$ cat src/rtl/dram_width_bridge.sv
// Bridges 32-bit word requests onto a 16-bit SDRAM controller as one or two half-word transactions.
// Build option: define DRAM_BRIDGE_TIMEOUT_EN to abort a stalled sd_ack wait after TIMEOUT_CYCLES.
module dram_width_bridge #(
  parameter int ADDR_BITS      = 24,
  parameter int TIMEOUT_CYCLES = 1023
) (
  input  logic                 clk,
  input  logic                 sync_reset,
  input  logic [ADDR_BITS-1:0] mem_addr,
  input  logic                 mem_read_en,
  input  logic                 mem_write_en,
  input  logic [3:0]           mem_byte_enable,
  input  logic [31:0]          mem_write_data,
  output logic                 mem_ack,
  output logic [31:0]          mem_read_data,
  output logic                 busy,
  output logic [ADDR_BITS:0]   sd_addr,
  output logic                 sd_rd,
  output logic                 sd_wr,
  output logic [1:0]           sd_be,
  output logic [15:0]          sd_wdata,
  input  logic                 sd_ack,
  input  logic [15:0]          sd_rdata,
  output logic                 timeout_err
);

  // Handshake: a mem_read_en/mem_write_en pulse is accepted only while busy=0 (otherwise dropped);
  // each sd_rd/sd_wr pulse is followed by exactly one sd_ack, and mem_ack pulses once per accepted request.
  typedef enum logic [2:0] {IDLE, LO_REQ, LO_WAIT, HI_REQ, HI_WAIT, DONE} state_t;

  state_t               state, state_next;
  logic [ADDR_BITS-1:0] addr_q;
  logic [31:0]          wdata_q;
  logic [3:0]           be_q;
  logic                 write_q;
  logic [15:0]          lo_q;
  logic [31:0]          rdata_q;
  logic                 timed_out;
  logic                 skip_all, in_req, in_wait, hi_half, drive;

  assign skip_all = write_q && (be_q == 4'b0000);
  assign in_req   = (state == LO_REQ) || (state == HI_REQ);
  assign in_wait  = (state == LO_WAIT) || (state == HI_WAIT);
  assign hi_half  = (state == HI_REQ) || (state == HI_WAIT);
  assign drive    = (in_req || in_wait) && !skip_all;

  always_comb begin
    state_next = state;
    unique case (state)
      IDLE: begin
        if (mem_write_en && (mem_byte_enable[1:0] == 2'b00) && (mem_byte_enable[3:2] != 2'b00))
          state_next = HI_REQ;
        else if (mem_read_en || mem_write_en)
          state_next = LO_REQ;
      end
      // An all-zero write passes through LO_REQ silently so its ack lands two cycles after the request.
      LO_REQ:  state_next = skip_all ? DONE : LO_WAIT;
      LO_WAIT: begin
        if (sd_ack)
          state_next = (write_q && (be_q[3:2] == 2'b00)) ? DONE : HI_REQ;
        else if (timed_out)
          state_next = DONE;
      end
      HI_REQ:  state_next = HI_WAIT;
      HI_WAIT: if (sd_ack || timed_out) state_next = DONE;
      DONE:    state_next = IDLE;
      default: state_next = IDLE;
    endcase
  end

  always_ff @(posedge clk) begin
    if (sync_reset) begin
      state   <= IDLE;
      addr_q  <= '0;
      wdata_q <= '0;
      be_q    <= '0;
      write_q <= 1'b0;
      lo_q    <= '0;
      rdata_q <= '0;
    end else begin
      state <= state_next;
      if ((state == IDLE) && (mem_read_en || mem_write_en)) begin
        addr_q  <= mem_addr;
        wdata_q <= mem_write_data;
        be_q    <= mem_byte_enable;
        write_q <= mem_write_en;
      end
      // Low half is parked so mem_read_data only changes when the whole word is complete.
      if (!write_q && sd_ack) begin
        if (state == LO_WAIT) lo_q <= sd_rdata;
        if (state == HI_WAIT) rdata_q <= {sd_rdata, lo_q};
      end
      if (timed_out && !write_q) rdata_q <= 32'hDEADBEEF;
    end
  end

`ifdef DRAM_BRIDGE_TIMEOUT_EN
  localparam int CNT_W = $clog2(TIMEOUT_CYCLES + 1);
  logic [CNT_W-1:0] wait_cnt;
  logic             timeout_q;

  always_ff @(posedge clk) begin
    if (sync_reset) begin
      wait_cnt  <= '0;
      timeout_q <= 1'b0;
    end else begin
      wait_cnt <= in_wait ? wait_cnt + 1'b1 : '0;
      if (timed_out) timeout_q <= 1'b1;
    end
  end

  assign timed_out   = in_wait && !sd_ack && (wait_cnt == CNT_W'(TIMEOUT_CYCLES - 1));
  assign timeout_err = timeout_q;
`else
  // TIMEOUT_CYCLES has no effect in this build; the check only keeps the parameter referenced.
  if (TIMEOUT_CYCLES < 1) begin : g_timeout_unused
  end
  assign timed_out   = 1'b0;
  assign timeout_err = 1'b0;
`endif

  assign sd_addr       = drive ? {addr_q, hi_half} : '0;
  assign sd_rd         = in_req && !write_q;
  assign sd_wr         = in_req && write_q && !skip_all;
  assign sd_be         = !drive  ? 2'b00 :
                         !write_q ? 2'b11 :
                         hi_half  ? be_q[3:2] : be_q[1:0];
  assign sd_wdata      = (drive && write_q) ? (hi_half ? wdata_q[31:16] : wdata_q[15:0]) : '0;
  assign mem_ack       = (state == DONE);
  assign busy          = (state != IDLE);
  assign mem_read_data = rdata_q;

endmodule

$ cat config.mk
export PLATFORM = sky130hd
export DESIGN_NAME = dram_width_bridge
export DESIGN_NICKNAME = d
export VERILOG_FILES = /design/src/rtl/dram_width_bridge.sv
export SDC_FILE = /design/constraint.sdc
export NUM_CORES = 1
export LEC_CHECK = 0
export BUFFER_PORTS_ARGS = -buffer_cell sky130_fd_sc_hd__buf_4
export CAP_MARGIN = 20
export CORE_UTILIZATION = 45
export DETAILED_ROUTE_END_ITERATION = 16
export PLACE_DENSITY = 0.76
export SETUP_SLACK_MARGIN = 0.4
export SLEW_MARGIN = 25
export SYNTH_ARGS = -nofsm -noshare
export SYNTH_HDL_FRONTEND = slang
export SYNTH_SLANG_ARGS = --single-unit
export TNS_END_PERCENT = 10
$ cat constraint.sdc
create_clock -name clk -period 1.57 [get_ports clk]
set_input_delay 0.2355 -clock clk [delete_from_list [all_inputs] [get_ports clk]]
set_output_delay 0.2355 -clock clk [all_outputs]
set_load 0.005 [all_outputs]
Word-level counts from Yosys, hierarchy flattened
Cells that the tools add are included.
{"block": "classes", "n_eq_ne": 8, "multipliers": 0, "n_shift": 0, "addsub": 0, "muxes": 13, "bitwise": 0, "div": 0, "n_reduce_logical": 27, "n_lt_le_gt_ge": 0}
{"operator": "16-bit 2-to-1 mux", "n": 2}
{"operator": "25-bit 2-to-1 mux", "n": 1}
{"operator": "3-bit 2-to-1 mux", "n": 6}
{"operator": "3-bit one-hot mux with 5 select lines", "n": 1}
{"operator": "1-bit logical AND", "n": 11}
{"operator": "3-bit by 2-bit == test with 1-bit output, second input constant", "n": 2}
{"operator": "3-bit == test, second input constant", "n": 2}
{"operator": "2-bit 2-to-1 mux", "n": 3}
{"operator": "1-bit logical OR", "n": 5}
{"operator": "2-bit zero test", "n": 2}
{"operator": "4-bit zero test", "n": 1}
{"operator": "2-bit inequality test, second input constant", "n": 2}
{"operator": "2-bit AND reduction", "n": 2}
{"operator": "3-bit by 1-bit == test with 1-bit output, second input constant", "n": 1}
{"operator": "3-bit zero test", "n": 1}
{"operator": "3-bit inequality test, second input constant", "n": 1}
{"operator": "3-bit AND reduction", "n": 1}
{"operator": "3-bit nonzero test", "n": 1}
{"operator": "1-bit zero test", "n": 2}
{"operator": "2-bit nonzero test", "n": 1}
{"block": "totals", "elab_cells": 55, "latch_bits": 0, "ramBits": 0, "in_bits": 81, "romBits": 0, "ff_bits": 112, "memories": 0, "output_inout_bits": 80}

Longest topological paths before layout
Gate-level depths: netlist of run 1.
{"block": "logic_depth", "word_depth": 6, "depth_mapped": 7, "mapped_depth_nobuf": 4}

Least setup slack after synthesis of run 1
No wires, ideal clock.
{"block": "synth_timing", "path_kind": "flip-flop to output port", "from": "reg state[0]", "to": "out sd_wdata[10]", "path_buffers": 2, "setup_slack_ns": 0.001, "stages_incl_launch_ff": 7, "arrival_ns": 1.333, "required_ns": 1.334, "cell_sequence": "dfxtp_1 buf_6 o21a_1 a211oi_4 nand2_4 buf_6 nor2_1"}
{"block": "synth_between", "elab_chain_len": 6, "elab_cells_between_ends": 12, "classes_between": "eq/ne (4); mux (2); reduce/logical (6)"}
{"element": "start: declaration", "line_no": "31", "rtl": "state_t state, state_next;"}
{"element": "start signal: assignment", "line_no": "81", "rtl": "state <= state_next;"}
{"element": "3-bit by 1-bit == test with 1-bit output, or another cell as far along", "line_no": "42", "rtl": "assign in_req = (state == LO_REQ) || (state == HI_REQ);"}
{"element": "1-bit logical OR (on tied branches)", "line_no": "42, 43"}
{"element": "1-bit logical OR", "line_no": "45", "rtl": "assign drive = (in_req || in_wait) && !skip_all;"}
{"element": "1-bit logical AND", "line_no": "45"}
{"element": "1-bit logical AND", "line_no": "128", "rtl": "assign sd_wdata = (drive && write_q) ? (hi_half ? wdata_q[31:16] : wdata_q[15:0]) : '0;"}
{"element": "16-bit 2-to-1 mux (*)", "line_no": "128"}
{"element": "end: declaration", "line_no": "21", "rtl": "output logic [15:0] sd_wdata,"}
Every way passes the cells marked *; elsewhere a longest branch is shown, timed or not.

Final worst setup path of run 1
{"block": "layout_timing", "from": "reg state[1]", "to": "out sd_wdata[3]"}
The elaborated chain is that of the path after synthesis.

==> impl_metrics.csv, run 1 <==
group,metric,value,unit
status,status,"finished with violations",
status,violations,"negative setup slack",
power_and_ir_drop,sw_frac_of_total,36.0,%
die,core.rowCount,36,
cts,worstSkewPairLatency,0.36,ns
critical_path,critical-path-slowest-cell,"dfxtp_2",
yosys,syn_nets,672,
yosys,synth_area_per_cell,7.81,um^2
critical_path,crit_chain,"and3b_1 -> a21o_4 -> buf_12 -> mux2i_1 -> nor2_2 -> buf_4",
yosys,synth_simple_gate_area_share,27.1,%
critical_path,critPathTopFamily,"flip-flops",
power_and_ir_drop,power_density,1480,nW/um^2
placement,io_buffers,159,
power_and_ir_drop,internal_power,6.18,mW
yosys,yosysWarnings,0,
timing,period_minus_slack,2.00,ns
route,antenna_left,0,
critical_path,critPathBufInv,2,
route,first_pass_iters,5,
timing,hold_ws,0.104,ns
placement,gp_routability_congestion,0.870,
power_and_ir_drop,power.leakage,2.65,nW
power_and_ir_drop,irDropWorstVdd,0.865,mV
critical_path,cp-end-kind,"primary output",
die,initial_core_util,46.8,%
global_route,grt_pass1_vias,4133,
timing,worst_slack,-0.426,ns
die,dieWidth,103,um
cts,clk_pin_slew,0.10,ns
die,ioPinCount,161,
route,drc,0,
final_layout,synthToLayoutAreaGrowth,41.9,%
placement,pre_cts_ws,-0.144,ns
cts,cts_buffers,9,
critical_path,critPathLaunchType,"register",
route,wl,12400,um
final_layout,most-common-layout-cells,"216 x nand2_1, 165 x buf_4, 107 x dfxtp_1, 80 x a21oi_1, 31 x a21oi_2",
die,die_area,10700,um^2
cts,cts_max_level,3,
cts,cts_buffer_depth,2,
timing,hold_viol,0,
route,vias,4379,
placement,dp_hpwl,8420,um
cts,cts_sinks,112,
route,drt_iter0_drc,153,
global_route,antenna_found_initial,0,
final_layout,layout_commonest_cell,"nand2_1",
final_layout,nNetsFinal,823,
timing,slew_violations,0,
power_and_ir_drop,p_seq_share,38.1,%
timing,fmax,501,MHz
yosys,yosys.area_share.adder,0,%
critical_path,crit_type,"register to primary output",
timing,rsz0062_at_grt,"yes",
global_route,grt_max_degree,58,
yosys,synth_top_family_by_area,"simple AND/OR/NAND/NOR gates",
worst_hold_path,hp-class,"input port to register",
yosys,synth-compound-area-share,14.4,%
flow_run,maxCapViolations,0,
final_layout,num_antenna_cells,0,
die,die-height,103,um
global_route,grt_pass1_wl,19100,um
cts,hold_buffers,0,
cts,cts_tree,"yes",
global_route,grt_overflow,0,
yosys,synth-seq-area-share,48.6,%
cts,root_buffer,"clkbuf_8",
global_route,grt.total_usage,23.0,%
route,detail_route.wl_per_cell,14.1,um
power_and_ir_drop,comb_power_share,42.3,%
yosys,ys_types,42,
yosys,synth_area,4620,um^2
critical_path,cp.arrival,1.76,ns
power_and_ir_drop,p_total,9.66,mW
yosys,ys_ff_latch,112,
route,drt-vias-per-instance,4.98,
final_layout,layout-drive-gt1-share,36.1,%
timing,finalCritPeriodShare,127,%
die,design.core.area,9860,um^2
critical_path,max_stage_delay,0.41,ns
timing,setup_viol,89,
power_and_ir_drop,p_sw,3.48,mW
yosys,yosys.area_share.xor_xnor,0,%
yosys,netlist_instances,591,
timing,finClkSkew,0.00872,ns
critical_path,cp.required,1.33,ns
yosys,synthMuxAreaShare,3.90,%
power_and_ir_drop,clock_power_share,19.7,%
critical_path,crit_path_max_fanout,9,
-- routing by layer --
metal / track usage, % / share of wire (%) / routed length [um]
met1: 28.3 / 43 / 5350
met2: 40.0 / 50 / 6150
met3: 4.84 / 5.6 / 689
met4: 7.58 / 1.8 / 220
met5: 0 / 0 / 0
-- power by group through the flow --
stage | clock, mW | sequential (mW) | combinational, mW
after global placement | 0 | 3.68 | 3.44
after global routing | 2.07 | 3.73 | 4.46
after CTS | 1.94 | 3.65 | 3.78
after floorplan | 0 | 3.60 | 2.31
after detailed placement | 0 | 3.70 | 3.52
final | 1.90 | 3.68 | 4.08
-- what timing repair did --
item	CTS	global route
buffers inserted	2	1
pin swaps	6	2
resized for setup	34	45
endpoints found under the setup margin	159	159
cloned	1	0
-- flip-flops by register name, indices dropped and copies added, names as in the netlist --
register,cells
addr_q,24
be_q,4
mem_read_data,32
write_q,1
wdata_q,32
state,3
lo_q,16
-- stage by stage --
stage               util, %  instances  TNS, ns  instance area, um^2
floorplan                 -        591        0                 4630
global placement       60.8        860   -0.556                 6000
detailed placement     60.8        860    -1.88                 6000
CTS                    64.5        879   -16.64                 6360
global route           66.4        880   -25.76                 6550
finish                 66.4        880   -16.59                 6550
-- synthesized netlist by cell type, drive strengths merged --
cell	instances	share of area, %
o311ai	1	0.19
nor3	2	0.57
and3	1	0.14
or2	2	0.27
nor2	25	2.1
nand4bb	1	0.24
a21oi	111	12
and3b	1	0.19
nor3b	2	0.57
buf	21	3.8
o21a	2	0.33
nand2b	4	0.54
o21ai	2	0.22
a211oi	1	0.43
mux2i	18	3.9
a22oi	1	0.16
nand2	219	18
and4b	1	0.22
inv	2	0.16
conb	1	0.081
a31oi	1	0.14
nor2b	2	0.27
clkbuf	24	2.0
o221ai	1	0.19
nand3b	1	0.16
nand3	1	0.11
a21o	1	0.16
o41ai	1	0.19
dfxtp	112	49
and4	1	0.19
and2	25	3.4
a21boi	2	0.33
or3	1	0.14
-- final timing paths --
path         cells past startpoint         start  slack (ns)                 to
min                              3  mem_addr[18]        0.10         addr_q[18]
max reg2reg                      7      state[2]       -0.05        wdata_q[12]
min reg2reg                      2      lo_q[11]        0.44  mem_read_data[11]
max                              6      state[1]       -0.43        sd_wdata[3]
-- area by class of cell --
type,count,area [um^2]
Tap cell,133,166
Timing Repair Buffer,185,1550
Inverter,2,7.51
Fill cell,842,3320
Sequential cell,112,2250
Clock buffer,11,131
Multi-Input combinational cell,432,2350
Clock inverter,5,88.8
-- tightest hold or removal path: cells and delay by family --
| kind | cells | cell delay, ns |
|---|---|---|
| AOI/OAI and AO/OA | 1 | 0.05 |
| and+or+nand+nor | 1 | 0.05 |
| buffers and inverters | 1 | 0.11 |
-- cells by family after synthesis --
kind of cell,count (synthesis)
buf+inv,47
mux,18
simple gates,289
flops,112
compound gates,124
other cells,1
Power figures use the tool's default switching activity.
==> inputs of run 2 (changes only) <==
==> constraint.sdc (replaced) <==
create_clock -name clk -period 1.57 [get_ports clk]
set_input_delay 0 -clock clk [delete_from_list [all_inputs] [get_ports clk]]
set_output_delay 0 -clock clk [all_outputs]
set_load 0.005 [all_outputs]
==> run 2 against run 1 <==
  * Worst hold slack lost 0.095 ns
  * Wire length increased by 9.1%
  * The run still ends with negative setup slack left
  * Sequential power barely moved
  * Die area unchanged
  * Total power up 0.72%
  * Highest routed layer unchanged
==> impl_metrics.csv, run 2 (synthesis results as in run 1) <==
group,metric,value,unit
status,status,"finished with violations",
status,violations,"negative setup slack",
route,vias,4741,
route,antenna_left,0,
final_layout,most-common-layout-cells,"194 x nand2_1, 169 x buf_4, 107 x dfxtp_1, 88 x a21oi_1, 79 x dlygate4sd3_1",
critical_path,cp.required,1.57,ns
global_route,antenna_found_initial,0,
critical_path,cp.arrival,1.75,ns
global_route,grt_max_degree,61,
cts,cts_sinks,112,
timing,rsz0062_at_grt,"yes",
route,detail_route.wl_per_cell,14.2,um
timing,hold_ws,0.00909,ns
final_layout,num_antenna_cells,0,
timing,period_minus_slack,1.75,ns
die,design.core.area,9860,um^2
route,drc,0,
cts,root_buffer,"clkbuf_8",
global_route,grt_overflow,0,
final_layout,layout-drive-gt1-share,32.8,%
global_route,grt_pass1_wl,21200,um
final_layout,layout_commonest_cell,"nand2_1",
critical_path,crit_type,"register to primary output",
cts,cts_buffer_depth,2,
final_layout,fill_cells,686,
cts,cts_tree,"yes",
die,dieWidth,103,um
cts,cts_max_level,3,
global_route,grt_pass1_vias,4674,
flow_run,maxCapViolations,0,
timing,fmax,570,MHz
critical_path,cp-end-kind,"primary output",
route,drt_iter0_drc,157,
route,routed.top_layer,"met4",
die,initial_core_util,46.8,%
placement,gp_routability_congestion,0.793,
die,die-height,103,um
cts,clk_pin_slew,0.11,ns
final_layout,nNetsFinal,899,
power_and_ir_drop,irDropWorstVdd,0.909,mV
cts,worstSkewPairLatency,0.38,ns
route,wl_met3,766,um
timing,hold_viol,0,
route,wl,13500,um
cts,cts_buffers,9,
placement,dp_hpwl,7720,um
worst_hold_path,hp-class,"input port to register",
route,wl_met1,5540,um
timing,worst_slack,-0.185,ns
die,core.rowCount,36,
placement,io_buffers,159,
timing,totalNegativeSetupSlack,-6.33,ns
global_route,grt.total_usage,25.3,%
final_layout,synthToLayoutAreaGrowth,58.1,%
die,die_area,10700,um^2
placement,pre_cts_ws,0.0423,ns
timing,finClkSkew,0.0105,ns
power_and_ir_drop,power.leakage,2.99,nW
timing,finalCritPeriodShare,112,%
critical_path,critPathLaunchType,"register",
route,drt-vias-per-instance,4.96,
power_and_ir_drop,power_density,1330,nW/um^2
route,first_pass_iters,4,
timing,slew_violations,0,
timing,setup_viol,55,
power_and_ir_drop,p_total,9.73,mW
route,wl_met2,7050,um
critical_path,crit_path_max_fanout,9,
die,ioPinCount,161,
-- run 2: changes by cell type in the layout (fill, tap and decap cells not counted), sizes merged --
cell,before,now
bufinv,2,1
clkinv,1,4
dlygate4sd3,0,79
buf,185,182
clkbuf,11,9
-- run 2: repair_timing --
item	CTS	global route
hold buffers	79	0
hold endpoints to repair	94	0
endpoints found under the setup margin	159	159
gates resized for setup	57	22
buffers inserted	7	3
cloned	1	0
pin swaps	39	31
-- run 2: report_power, final --
| part | switching [mW] | internal, mW | total, mW |
|---|---|---|---|
| clock | 1.09 | 0.788 | 1.88 |
| sequential | 0.313 | 3.35 | 3.66 |
| combinational | 2.23 | 1.96 | 4.19 |
| total | 3.63 | 6.10 | 9.73 |
-- run 2: stage by stage --
step / util, % / area, um^2 / instances
after floorplan: - / 4660 / 591
after global placement: 60.0 / 5910 / 850
after detailed placement: 60.0 / 5910 / 850
after CTS: 73.1 / 7210 / 953
after global routing: 74.0 / 7300 / 956
final: 74.0 / 7300 / 956
-- run 2: metal layers --
layer  vias to the layer above  global-route usage [%]
met3                        20                    5.91
met1                      2220                    28.7
met4                         0                    8.78
met2                       148                    46.6
met5                         -                       0
li1                       2353                       -
-- run 2: path summary, 6_finish.rpt --
| check | from | end | slack, ns | cells past startpoint |
|---|---|---|---|---|
| setup / recovery | state[2] | sd_wdata[12] | -0.18 | 6 |
| hold / removal | sync_reset | write_q | 0.009 | 2 |
| setup reg to reg | state[2] | wdata_q[29] | -0.07 | 6 |
| hold reg to reg | addr_q[11] | addr_q[11] | 0.45 | 2 |
-- run 2: critical path, cell delays in order (launching register included) --
cell	delay, ns
dfxtp_4	0.41
and3b_1	0.20
a21o_4	0.23
buf_12	0.16
mux2i_1	0.17
nor2_1	0.07
buf_4	0.14
-- run 2: area by class of cell --
type	count	area, um^2	area share (%)
Clock buffer	9	124	1.70
Sequential cell	112	2260	31.0
Inverter	2	7.51	0.103
Tap cell	133	166	2.28
Timing Repair Buffer	261	2270	31.2
Clock inverter	7	100	1.37
Multi-Input combinational cell	432	2360	32.4
